**src/rtl/ped_walk_scheduler_pkg.sv**
```systemverilog
// Shared types for the pedestrian walk scheduler: FSM states and crosswalk indices.
package ped_walk_scheduler_pkg;

    typedef enum logic [3:0] {
        ST_IDLE     = 4'b0001,
        ST_REQ      = 4'b0010,
        ST_WALK     = 4'b0100,
        ST_COOLDOWN = 4'b1000
    } state_e;

    localparam int unsigned XW_A = 0;
    localparam int unsigned XW_B = 1;

endpackage

```
**src/rtl/ped_btn_debounce.sv**
```systemverilog
// Per-crosswalk press debouncer: one pend event per held press, re-armed by a low sample.
module ped_btn_debounce #(
    parameter int unsigned DEB_CYCLES = 3
) (
    input  logic clk,
    input  logic rst,
    input  logic btn,
    input  logic clr,
    input  logic block,
    output logic pend
);

    localparam int unsigned CW = $clog2(DEB_CYCLES + 1);

    logic [CW-1:0] cnt_q;
    logic          armed_q;
    logic          pend_q;
    logic          hit;

    assign hit  = btn && armed_q && (cnt_q == CW'(DEB_CYCLES - 1));
    assign pend = pend_q;

    always_ff @(posedge clk or posedge rst) begin
        if (rst) begin
            cnt_q   <= '0;
            armed_q <= 1'b1;
            pend_q  <= 1'b0;
        end else begin
            if (!btn) begin
                cnt_q   <= '0;
                armed_q <= 1'b1;
            end else begin
                if (cnt_q != CW'(DEB_CYCLES))
                    cnt_q <= cnt_q + 1'b1;
                if (hit)
                    armed_q <= 1'b0;
            end
            // A grant for this crosswalk wins over a press landing on the same edge.
            if (clr)
                pend_q <= 1'b0;
            else if (hit && !block)
                pend_q <= 1'b1;
        end
    end

endmodule

```
**src/rtl/ped_walk_scheduler.sv**
```systemverilog
// Pedestrian request scheduler: raises one request, grants one crosswalk per walk phase.
module ped_walk_scheduler
    import ped_walk_scheduler_pkg::*;
#(
    parameter  int unsigned DEB_CYCLES = 3,
    parameter  int unsigned COOLDOWN   = 8,
    parameter  int unsigned MAX_WAIT   = 31,
    localparam int unsigned WW         = $clog2(MAX_WAIT + 1)
) (
    input  logic          clk,
    input  logic          rst,
    input  logic          btn_a,
    input  logic          btn_b,
    input  logic          walk_active,
    output logic          ped_req,
    output logic          serve_a,
    output logic          serve_b,
    output logic          pend_a,
    output logic          pend_b,
    output logic [WW-1:0] wait_cnt,
    output logic          urgent
);

    localparam int unsigned CCW = $clog2(COOLDOWN + 1);

    state_e          state_q;
    logic            ped_req_q, serve_a_q, serve_b_q, urgent_q;
    logic            last_q;
    logic [WW-1:0]   wait_q, wait_d;
    logic [CCW-1:0]  cool_q;
    logic            pick_b, grant, grant_a, grant_b;

    ped_btn_debounce #(.DEB_CYCLES(DEB_CYCLES)) u_deb_a (
        .clk(clk), .rst(rst), .btn(btn_a), .clr(grant_a), .block(serve_a_q), .pend(pend_a)
    );

    ped_btn_debounce #(.DEB_CYCLES(DEB_CYCLES)) u_deb_b (
        .clk(clk), .rst(rst), .btn(btn_b), .clr(grant_b), .block(serve_b_q), .pend(pend_b)
    );

    // Round-robin: on a tie, serve whichever crosswalk was not served last.
    assign pick_b  = pend_b && (!pend_a || (last_q == 1'(XW_A)));
    assign grant   = (state_q == ST_REQ) && walk_active && (pend_a || pend_b);
    assign grant_a = grant && !pick_b;
    assign grant_b = grant && pick_b;
    assign wait_d  = (wait_q == WW'(MAX_WAIT)) ? wait_q : wait_q + 1'b1;

    always_ff @(posedge clk or posedge rst) begin
        if (rst) begin
            state_q   <= ST_IDLE;
            ped_req_q <= 1'b0;
            serve_a_q <= 1'b0;
            serve_b_q <= 1'b0;
            wait_q    <= '0;
            urgent_q  <= 1'b0;
            last_q    <= 1'(XW_B);
            cool_q    <= '0;
        end else begin
            case (state_q)
                ST_IDLE: begin
                    ped_req_q <= 1'b0;
                    if (pend_a || pend_b) begin
                        state_q   <= ST_REQ;
                        ped_req_q <= 1'b1;
                    end
                end
                ST_REQ: begin
                    if (grant) begin
                        state_q   <= ST_WALK;
                        ped_req_q <= 1'b0;
                        serve_a_q <= grant_a;
                        serve_b_q <= grant_b;
                        last_q    <= pick_b;
                        wait_q    <= '0;
                        urgent_q  <= 1'b0;
                    end else begin
                        wait_q   <= wait_d;
                        urgent_q <= (wait_d == WW'(MAX_WAIT));
                    end
                end
                ST_WALK: begin
                    if (!walk_active) begin
                        state_q   <= ST_COOLDOWN;
                        serve_a_q <= 1'b0;
                        serve_b_q <= 1'b0;
                        cool_q    <= '0;
                    end
                end
                ST_COOLDOWN: begin
                    if (cool_q == CCW'(COOLDOWN - 1)) begin
                        state_q   <= (pend_a || pend_b) ? ST_REQ : ST_IDLE;
                        ped_req_q <= pend_a || pend_b;
                    end else begin
                        cool_q <= cool_q + 1'b1;
                    end
                end
                default: begin
                    state_q   <= ST_IDLE;
                    ped_req_q <= 1'b0;
                    serve_a_q <= 1'b0;
                    serve_b_q <= 1'b0;
                    wait_q    <= '0;
                    urgent_q  <= 1'b0;
                    cool_q    <= '0;
                end
            endcase
        end
    end

    assign ped_req  = ped_req_q;
    assign serve_a  = serve_a_q;
    assign serve_b  = serve_b_q;
    assign wait_cnt = wait_q;
    assign urgent   = urgent_q;

endmodule

```
**config.mk**
```make
export PLATFORM = sky130hd
export DESIGN_NAME = ped_walk_scheduler
export DESIGN_NICKNAME = d
export VERILOG_FILES = /design/src/rtl/ped_walk_scheduler_pkg.sv /design/src/rtl/ped_btn_debounce.sv /design/src/rtl/ped_walk_scheduler.sv
export SDC_FILE = /design/constraint.sdc
export NUM_CORES = 1
export LEC_CHECK = 0
export BUFFER_PORTS_ARGS = -buffer_cell sky130_fd_sc_hd__buf_2
export CAP_MARGIN = 20
export CELL_PAD_IN_SITES_DETAIL_PLACEMENT = 0
export CELL_PAD_IN_SITES_GLOBAL_PLACEMENT = 1
export CORE_MARGIN = 2
export CORE_UTILIZATION = 36
export DETAILED_ROUTE_END_ITERATION = 8
export HOLD_SLACK_MARGIN = 0.12
export PLACE_DENSITY = 0.77
export SYNTH_ARGS = -nofsm -noshare
export SYNTH_HDL_FRONTEND = slang
export SYNTH_SLANG_ARGS = --single-unit
```
**constraint.sdc**
```tcl
create_clock -name clk -period 1.4 [get_ports clk]
set_input_delay 0.14 -clock clk [delete_from_list [all_inputs] [get_ports clk]]
set_output_delay 0.14 -clock clk [all_outputs]
set_load 0.1 [all_outputs]
```
# [Yosys cells after proc, flatten, opt, wreduce, memory -nomap -nowiden]
# Index checks and enable logic that the tools add are counted.
[op_classes] add_sub_neg=4 multipliers=0 div_mod_pow=0 order_cmp=0 n_eq_ne=20 shifts=0 muxes=35 n_bitwise=4 n_reduce_logical=27
[ops] operator="$mux W4" n=6
[ops] operator="$pmux W4 S4" n=1
[ops] operator="$mux W1" n=15
[ops] operator="$ne A2 B2 Y1 const B" n=7
[ops] operator="$pmux W4 S3" n=1
[ops] operator="$logic_and A1 B1 Y1" n=11
[ops] operator="$eq A5 B5 Y1 const B" n=2
[ops] operator="$mux W2" n=5
[ops] operator="$mux W5" n=2
[ops] operator="$pmux W5 S2" n=1
[ops] operator="$reduce_and A3 Y1" n=3
[ops] operator="$eq A4 B3 Y1 const B" n=2
[ops] operator="$ne A2 B1 Y1 const B" n=4
[ops] operator="$pmux W1 S3" n=2
[ops] operator="$add A5 B1 Y5 const B" n=1
[ops] operator="$add A2 B1 Y2 const B" n=2
[ops] operator="$add A4 B1 Y4 const B" n=1
[ops] operator="$eq A2 B2 Y1 const B" n=2
[ops] operator="$eq A4 B1 Y1 const B" n=1
[ops] operator="$eq A4 B2 Y1 const B" n=1
[ops] operator="$eq A4 B4 Y1 const B" n=1
[ops] operator="$logic_not A1 Y1" n=4
[ops] operator="$not A1 Y1" n=4
[ops] operator="$pmux W1 S4" n=1
[ops] operator="other kinds (7)" n=10
[totals] register_bits=26 latch_bits=0 ramBits=0 mem_bits_ro=0 input_bits=5 output_inout_bits=11 word_cells=104 n_memories=0

# [Longest topological paths before layout]
# Gate-level depths: netlist of run 1.
[depth] word_depth=7 depth_mapped=5 ltp_nobuf=5

# [Hierarchy]
# From an unflattened synthesis of run 1, not the netlist that was laid out.
[hier_totals] hier_cells=156 area_unflattened_um2=1503.9
[by_module_without_submodules] mod="ped_walk_scheduler" instances=1 cells_per_inst=120 area_per_inst_um2=1111.1 seq_area_each_um2=452.9
[by_module_without_submodules] mod="ped_btn_debounce" instances=2 cells_per_inst=18 area_per_inst_um2=196.4 seq_area_each_um2=101.3

# [Worst setup path before layout of run 1]
# Ideal clock, no wire load.
[synth_path] path_type="flip-flop to flip-flop" startpoint="register wait_q[0] (netlist: wait_cnt[0])" endpoint="register urgent_q (netlist: urgent)" setup_time_ps=123 t_arrival_ps=2041 required_time_ps=1277 path_slack_ps=-764 stages_incl_launch_ff=6 n_path_buf=0 synth_period_minus_slack_ps=2164 cell_sequence="dfrtp_1 ha_1 nand4_1 nand2_1 o22ai_1 a32o_1"
[synth_between] elab_chain_len=5 elab_cells_between_ends=6 cone_classes="add/sub: 1; eq/ne: 2; mux: 3"
[synth_rtl] element="from (decl)" line_no="ped_walk_scheduler.sv:29" text="logic [WW-1:0] wait_q, wait_d;"
[synth_rtl] element="from (signal assigned)" line_no="ped_walk_scheduler.sv:77" text="wait_q <= wait_d;"
[synth_rtl] element="$add A5 B1 Y5 / $eq A5 B5 Y1 (equally long branches)" line_no="ped_walk_scheduler.sv:46" text="assign wait_d = (wait_q == WW'(MAX_WAIT)) ? wait_q : wait_q + 1'b1;"
[synth_rtl] element="$mux W5 (*)" line_no="ped_walk_scheduler.sv:46"
[synth_rtl] element="$eq A5 B5 Y1 (*)" line_no="ped_walk_scheduler.sv:78" text="urgent_q <= (wait_d == WW'(MAX_WAIT));"
[synth_rtl] element="$mux W1 (*)" line_no="ped_walk_scheduler.sv:68" text="if (grant) begin"
[synth_rtl] element="$pmux W1 S2 (*)" line_no="ped_walk_scheduler.sv:59" text="case (state_q)"
[synth_rtl] element="to (signal assigned)" line_no="ped_walk_scheduler.sv:78"
[synth_rtl] element="to (decl)" line_no="ped_walk_scheduler.sv:27" text="logic ped_req_q, serve_a_q, serve_b_q, urgent_q;"
# Every way passes the cells marked *; elsewhere a longest branch is shown, timed or not.
# A chain may end at the register's enable or synchronous reset.

# [Worst setup path in the final report of run 1]
[layout_path] startpoint="register state_q[2]" endpoint="register last_q"
[layout_between] elab_chain_len=4
[layout_rtl] element="from (decl)" line_no="ped_walk_scheduler.sv:26" text="state_e state_q;"
[layout_rtl] element="from (signal assigned)" line_no="ped_walk_scheduler.sv:91" text="state_q <= (pend_a || pend_b) ? ST_REQ : ST_IDLE;"
[layout_rtl] element="$eq A4 B2 Y1 (*)" line_no="ped_walk_scheduler.sv:43, ped_walk_scheduler.sv:59"
[layout_rtl] element="$logic_and A1 B1 Y1 (2 in a row)" line_no="ped_walk_scheduler.sv:43" text="assign grant = (state_q == ST_REQ) && walk_active && (pend_a || pend_b);"
[layout_rtl] element="$reduce_and A2 Y1 (no source line) (*)"
[layout_rtl] element="to (signal assigned)" line_no="ped_walk_scheduler.sv:56" text="last_q <= 1'(XW_B);"
[layout_rtl] element="to (signal assigned)" line_no="ped_walk_scheduler.sv:73" text="last_q <= pick_b;"
[layout_rtl] element="to (decl)" line_no="ped_walk_scheduler.sv:28" text="logic last_q;"
# Marked as above.

==> results by group, run 1 <==
Status
  • Status: complete, but fails checks
  • Failing checks: setup timing

STA
  • Period utilization: 113.1%
  • Worst Tran Pin Value: 0.4885 ns
  • Final Hold Viols: 0
  • Worst rel slew slack: 67.66%
  • # setup viols final: 15
  • Max Clock Skew: 0.006258 ns
  • Setup TNS: -1.887 ns
  • Final slew viol count: 0
  • Setup ws final: -0.1836 ns
  • RSZ-0062 raised after global routing: true
  • Fmax: 631.5 MHz
  • Post-route minimum period: 1.584 ns

Floorplanning
  • Chip height: 68.77 um
  • Core box area: 0.004029 mm^2
  • Die X: 68.77 um
  • IO Count: 16
  • Site Rows: 23
  • Full die area: 0.004729 mm^2
  • Initial Util: 37.48%

Finish
  • Layout cells sized above 1: 47.12%
  • Commonest cells after routing, fill and taps aside: 27 x buf_4, 15 x inv_1, 13 x buf_2, 11 x o21ai_1, 11 x dfrtp_1
  • Nets: 220
  • N_diodes: 0
  • Area grow syn2layout: 43.50%
  • Commonest non-fill, non-tap cell in the layout: buf_4

Yosys
  • Async S/R FF share, synth: 100.0%
  • Yosys reg bits: 26
  • Cells after Synth: 161
  • Synth Warn #: 0
  • Synthesized area per cell: 9.380 um^2
  • EDFF count, synth: 0
  • Syn nets: 172
  • Netlist cell types: 46
  • Synth Flop Type: dfrtp_1
  • Post-Syn Area: 0.001510 mm^2
  • Seq/Total Area, Yosys: 43.41%

Worst setup path
  • Worst-case reg-to-reg path depth: 4
  • Crit path arrival time: 1.78 ns
  • Reg2reg end: last_q
  • Worst path max stage delay: 0.64 ns
  • Critical-path cell list: or4b_4 -> nor2_4 -> a21oi_2 -> a31oi_1
  • CP required: 1.60 ns
  • Slowest cell on the critical path: or4b_4
  • CP Class: reg2reg
  • CP Buf/Inv Count: 0
  • CP Depth: 4
  • Flop2flop setup slack: -0.18 ns
  • Startpoint class of the critical path: flop
  • R2r startpoint: state_q[2]
  • Critical path capture point type: flop
  • Max FO, Critical Path: 6
  • Top delay family on crit path: simple AND/OR/NAND/NOR gates

Place
  • # port buffers: 15
  • Dpl ws: -0.1584 ns
  • RePlAce Congestion: 0.8988
  • Hpwl dp: 2557 um

Power and ir drop
  • Part of the power in combinational logic: 60.1%
  • Max IR drop VDD: 0.0009617 V
  • Int Power: 2.203 mW
  • Leakage: 0.9214 nW
  • Power Dens Cells: 1896 mW/mm^2
  • P_sw: 1.907 mW
  • Clock power share: 12.1%
  • Sw Ratio: 46.40%
  • Flop pwr share: 27.8%

Worst hold path
  • Worst hold start: walk_active
  • Hold Path Sink: state_q[2]
  • Hold crit path type: in2reg
  • Min-Delay Path Depth: 2

Global route
  • First-pass GRT wire length: 5871 um
  • Initial antenna violation count: 0
  • Remaining global-route overflow: 0
  • Vias in the first global route: 1356
  • Largest net degree at the start of global routing: 27
  • Global Route Usage Sum: 16.86%

Route
  • DR DRC count: 0
  • Via density per instance: 5.333
  • Wirelength per Cell: 14.35 um
  • Routed WL: 3703 um
  • Remaining antenna violation count: 0
  • Drt first pass iters: 4
  • Via Count: 1376
  • Drt first-iter violations: 74

CTS
  • CTS sink cnt: 26
  • Htree depth: 1
  • CTS buffer count: 3
  • Clock Root Buffer: clkbuf_8
  • CTS Buffer Depth: 2
  • CTS clk-pin slew, worst paths: 0.09 ns
  • CTS tree: built
  • Worst-Skew Late Latency: 0.27 ns

Run
  • MaxCap Viol Count: 0
[cells by family (layout without fill, tap and decap cells)]
kind of cell	count (synthesis)	in the layout	synth area share, %
xor gates and xnor gates	5	5	2.900
muxes	1	1	0.6628
buffers and inverters	22	69	6.213
and+or+nand+nor	50	50	20.55
AOI/OAI and AO/OA	51	51	21.29
DFF	26	26	43.41
adders and majority gates	6	6	4.971
[how the worst max path moves through the flow]
stage	slack, ns	startpoint	endpoint
CTS	-0.17	state_q[0]	cool_q[3]
detailed placement	-0.16	state_q[2]	wait_cnt[3]
floorplan	-0.17	wait_cnt[0]	urgent
finish	-0.18	state_q[2]	last_q
global placement	-0.12	state_q[3]	wait_cnt[3]
global route	-0.24	cool_q[1]	cool_q[3]
[per-layer routing]
| layer | track usage, % | up-vias | routed length, um |
|---|---|---|---|
| met4 | 7.353 | 0 | 51 |
| met5 | 0 | - | 0 |
| li1 | - | 667 | - |
| met1 | 20.57 | 670 | 1629 |
| met2 | 29.57 | 33 | 1899 |
| met3 | 2.273 | 6 | 122 |
[state kept, by name, indices dropped and copies added (netlist names)]
register / flops
wait_cnt: 5
cool_q: 4
state_q: 4
u_deb_a.cnt_q: 2
u_deb_b.cnt_q: 2
last_q: 1
ped_req: 1
serve_a: 1
serve_b: 1
u_deb_a.armed_q: 1
u_deb_a.pend: 1
u_deb_b.armed_q: 1
u_deb_b.pend: 1
urgent: 1
[metrics by stage]
stage	util (%)	hold slack, ns	cell area (um^2)	instances	total power [mW]
finish	53.79	0.1826	2167	258	4.109
global route	53.79	0.1957	2167	258	4.332
CTS	51.71	0.1577	2083	256	3.987
detailed placement	47.17	0.2192	1901	244	3.337
global placement	47.17	0.2095	1901	244	3.293
floorplan	-	0.1768	1607	161	2.722
[cell type report]
cell class / count / area [um^2]
inverter: 15 / 56.30
clock buffer: 4 / 55.05
multi-input combinational: 113 / 918.4
sequential: 26 / 681.9
timing repair buffer: 50 / 392.9
fill: 361 / 1862
tap: 50 / 62.56
[cells in the mapped netlist, types with 4 or more instances]
master     n  area (um^2)
o21ai_0    8        40.04
ha_1       6        75.07
and2_1     4        25.02
a21oi_1    6        30.03
inv_1     15        56.30
nand2_1   11        41.29
nor2_1     5        18.77
dfstp_2    4        105.1
o21ai_1   13        65.06
a31oi_1    5        31.28
dfrtp_1   22        550.5
nand2b_1   5        31.28
nand3_1    8        40.04
[power by group through the flow]
stage	Clock (mW)	Combinational (mW)	Sequential, mW
final	0.497	2.47	1.14
after global routing	0.547	2.61	1.17
after CTS	0.524	2.33	1.14
after detailed placement	0	2.18	1.16
after global placement	0	2.14	1.15
after floorplan	0	1.03	1.69
[repair_timing]
item / CTS / global route
endpoints found under the setup margin: 19 / 19
gates resized for setup: 14 / 16
endpoints found under the hold margin: 28 / 0
hold buffers: 4 / 0
pin swaps: 17 / 9
buffers inserted: 4 / 2
Power figures use the tool's default switching activity.
==> run 2: changes to the inputs <==
--- a/config.mk
+++ b/config.mk
@@ -14,6 +14,7 @@
 export DETAILED_ROUTE_END_ITERATION = 8
 export HOLD_SLACK_MARGIN = 0.12
 export PLACE_DENSITY = 0.77
+export SETUP_SLACK_MARGIN = 0.02
 export SYNTH_ARGS = -nofsm -noshare
 export SYNTH_HDL_FRONTEND = slang
 export SYNTH_SLANG_ARGS = --single-unit
==> results by group, run 2 (synthesis results as in run 1) <==
Finish
  • Commonest non-fill, non-tap cell in the layout: buf_4 (unchanged)
  • Area grow syn2layout: 43.33% (was 43.50%)
  • Layout cells sized above 1: 46.41% (was 47.12%)
  • Final Util: 53.73% (was 53.79%)
  • Nets: 221 (was 220)
  • Number of filler cells placed in the layout: 360 (was 361)
  • Commonest cells after routing, fill and taps aside: 28 x buf_4, 15 x inv_1, 13 x buf_2, 11 x dfrtp_1 (was 27 x buf_4, 15 x inv_1, 13 x buf_2, 11 x o21ai_1, 11 x dfrtp_1)
  • Max reg flops: 5 (unchanged)
  • N_diodes: 0 (unchanged)

STA
  • Hold slack: 0.1851 ns (was 0.1826 ns)
  • Setup TNS: -1.784 ns (was -1.887 ns)
  • Period utilization: 112.2% (was 113.1%)
  • Setup ws final: -0.1713 ns (was -0.1836 ns)
  • Final Hold Viols: 0 (unchanged)
  • Worst rel slew slack: 67.74% (was 67.66%)
  • Max Clock Skew: 0.007174 ns (was 0.006258 ns)
  • # setup viols final: 16 (was 15)
  • Worst Tran Pin Value: 0.4873 ns (was 0.4885 ns)
  • Final slew viol count: 0 (unchanged)
  • Fmax: 636.4 MHz (was 631.5 MHz)
  • RSZ-0062 raised after global routing: true (unchanged)
  • Post-route minimum period: 1.571 ns (was 1.584 ns)

Route
  • Drt first-iter violations: 70 (was 74)
  • Via Count: 1367 (was 1376)
  • Remaining antenna violation count: 0 (unchanged)
  • DR DRC count: 0 (unchanged)
  • Drt first pass iters: 4 (unchanged)
  • Via density per instance: 5.278 (was 5.333)
  • Wirelength per Cell: 13.60 um (was 14.35 um)
  • Routed WL: 3523 um (was 3703 um)

CTS
  • CTS Buffer Depth: 2 (unchanged)
  • Htree depth: 1 (unchanged)
  • CTS clk-pin slew, worst paths: 0.09 ns (about the same)
  • CTS tree: built (unchanged)
  • CTS sink cnt: 26 (unchanged)
  • CTS buffer count: 3 (unchanged)
  • Clock Root Buffer: clkbuf_8 (unchanged)
  • Worst-Skew Late Latency: 0.27 ns (about the same)

Worst setup path
  • Worst path max stage delay: 0.63 ns (was 0.64 ns)
  • Max FO, Critical Path: 6 (unchanged)
  • CP Class: reg2reg (unchanged)
  • Critical path capture point type: flop (unchanged)
  • CP required: 1.60 ns (about the same)
  • Crit path arrival time: 1.77 ns (was 1.78 ns)
  • Slowest cell on the critical path: or4b_4 (unchanged)
  • Startpoint class of the critical path: flop (unchanged)
  • Critical-path cell list: or4b_4 -> nor2_4 -> a21oi_2 -> a31oi_1 (unchanged)

Global route
  • Initial antenna violation count: 0 (unchanged)
  • Largest net degree at the start of global routing: 27 (unchanged)
  • Remaining global-route overflow: 0 (unchanged)
  • First-pass GRT wire length: 5885 um (was 5871 um)
  • Vias in the first global route: 1357 (was 1356)
  • Global Route Usage Sum: 16.90% (was 16.86%)

Floorplanning
  • Initial Util: 37.48% (unchanged)
  • IO Count: 16 (unchanged)
  • Die X: 68.77 um (unchanged)
  • Core box area: 0.004029 mm^2 (unchanged)
  • Chip height: 68.77 um (unchanged)
  • Full die area: 0.004729 mm^2 (unchanged)
  • Site Rows: 23 (unchanged)

Place
  • # port buffers: 15 (unchanged)
  • Dpl ws: -0.1584 ns (unchanged)
  • Hpwl dp: 2557 um (unchanged)
  • RePlAce Congestion: 0.8988 (unchanged)

Status
  • Failing checks: setup timing (unchanged)
  • Status: complete, but fails checks (unchanged)

Worst hold path
  • Hold crit path type: in2reg (unchanged)

Power and ir drop
  • Max IR drop VDD: 0.001030 V (was 0.0009617 V)
  • Power Dens Cells: 1892 mW/mm^2 (was 1896 mW/mm^2)
  • Leakage: 0.9255 nW (was 0.9214 nW)

Run
  • MaxCap Viol Count: 0 (unchanged)
-- run 2: critical path, delay by kind of cell (launching register included) --
family,cells,cell delay (ns)
compound gates,2,0.23
flops,1,0.43
simple gates,2,0.83
-- run 2: metal layers --
layer	up-vias	share of wire (%)	GRT usage [%]	routed length, um
met1	663	45	20.67	1597
met4	0	1.3	7.353	46
met3	4	3.0	2.273	104
li1	668	-	-	-
met2	32	50	29.57	1774
met5	-	0	0	0
-- run 2: path summary, 6_finish.rpt --
kind	cells past startpoint	slack, ns	endpoint	from
setup / recovery	4	-0.17	last_q	state_q[2]
hold / removal	2	0.19	state_q[2]	walk_active
setup reg to reg	4	-0.17	last_q	state_q[2]
hold reg to reg	2	0.50	u_deb_a.armed_q	u_deb_a.armed_q
max in group asynchronous	4	0.63	u_deb_a.armed_q	rst
min in group asynchronous	4	0.45	urgent	rst
-- run 2: what timing repair did --
action / CTS / global route
endpoints found under the hold margin: 28 / 0
gates resized for setup: 15 / 13
setup buffers: 4 / 3
endpoints found under the setup margin: 20 / 20
pin swaps: 18 / 8
hold buffers: 4 / 0
-- run 2: report_power, final --
part | leakage (nW) | internal [mW] | switching, mW
combinational | 0.578 | 0.977 | 1.48
clock | 0.0288 | 0.252 | 0.246
sequential | 0.319 | 0.981 | 0.163
-- run 2: area by class of cell --
cell class	instances	area (um^2)	area share, %
timing repair buffer	51	400.4	18.50
clock buffer	4	55.05	2.543
sequential	26	681.9	31.50
inverter	15	56.30	2.601
multi-input combinational	113	908.4	41.97
tap	50	62.56	2.890
-- run 2: metrics by stage --
step	cells	total power, mW	instance area, um^2
5_1_grt	259	4.332	2165
4_1_cts	256	3.986	2088
2_1_floorplan	161	2.722	1607
3_5_place_dp	244	3.337	1901
6_report	259	4.096	2165
3_3_place_gp	244	3.293	1901
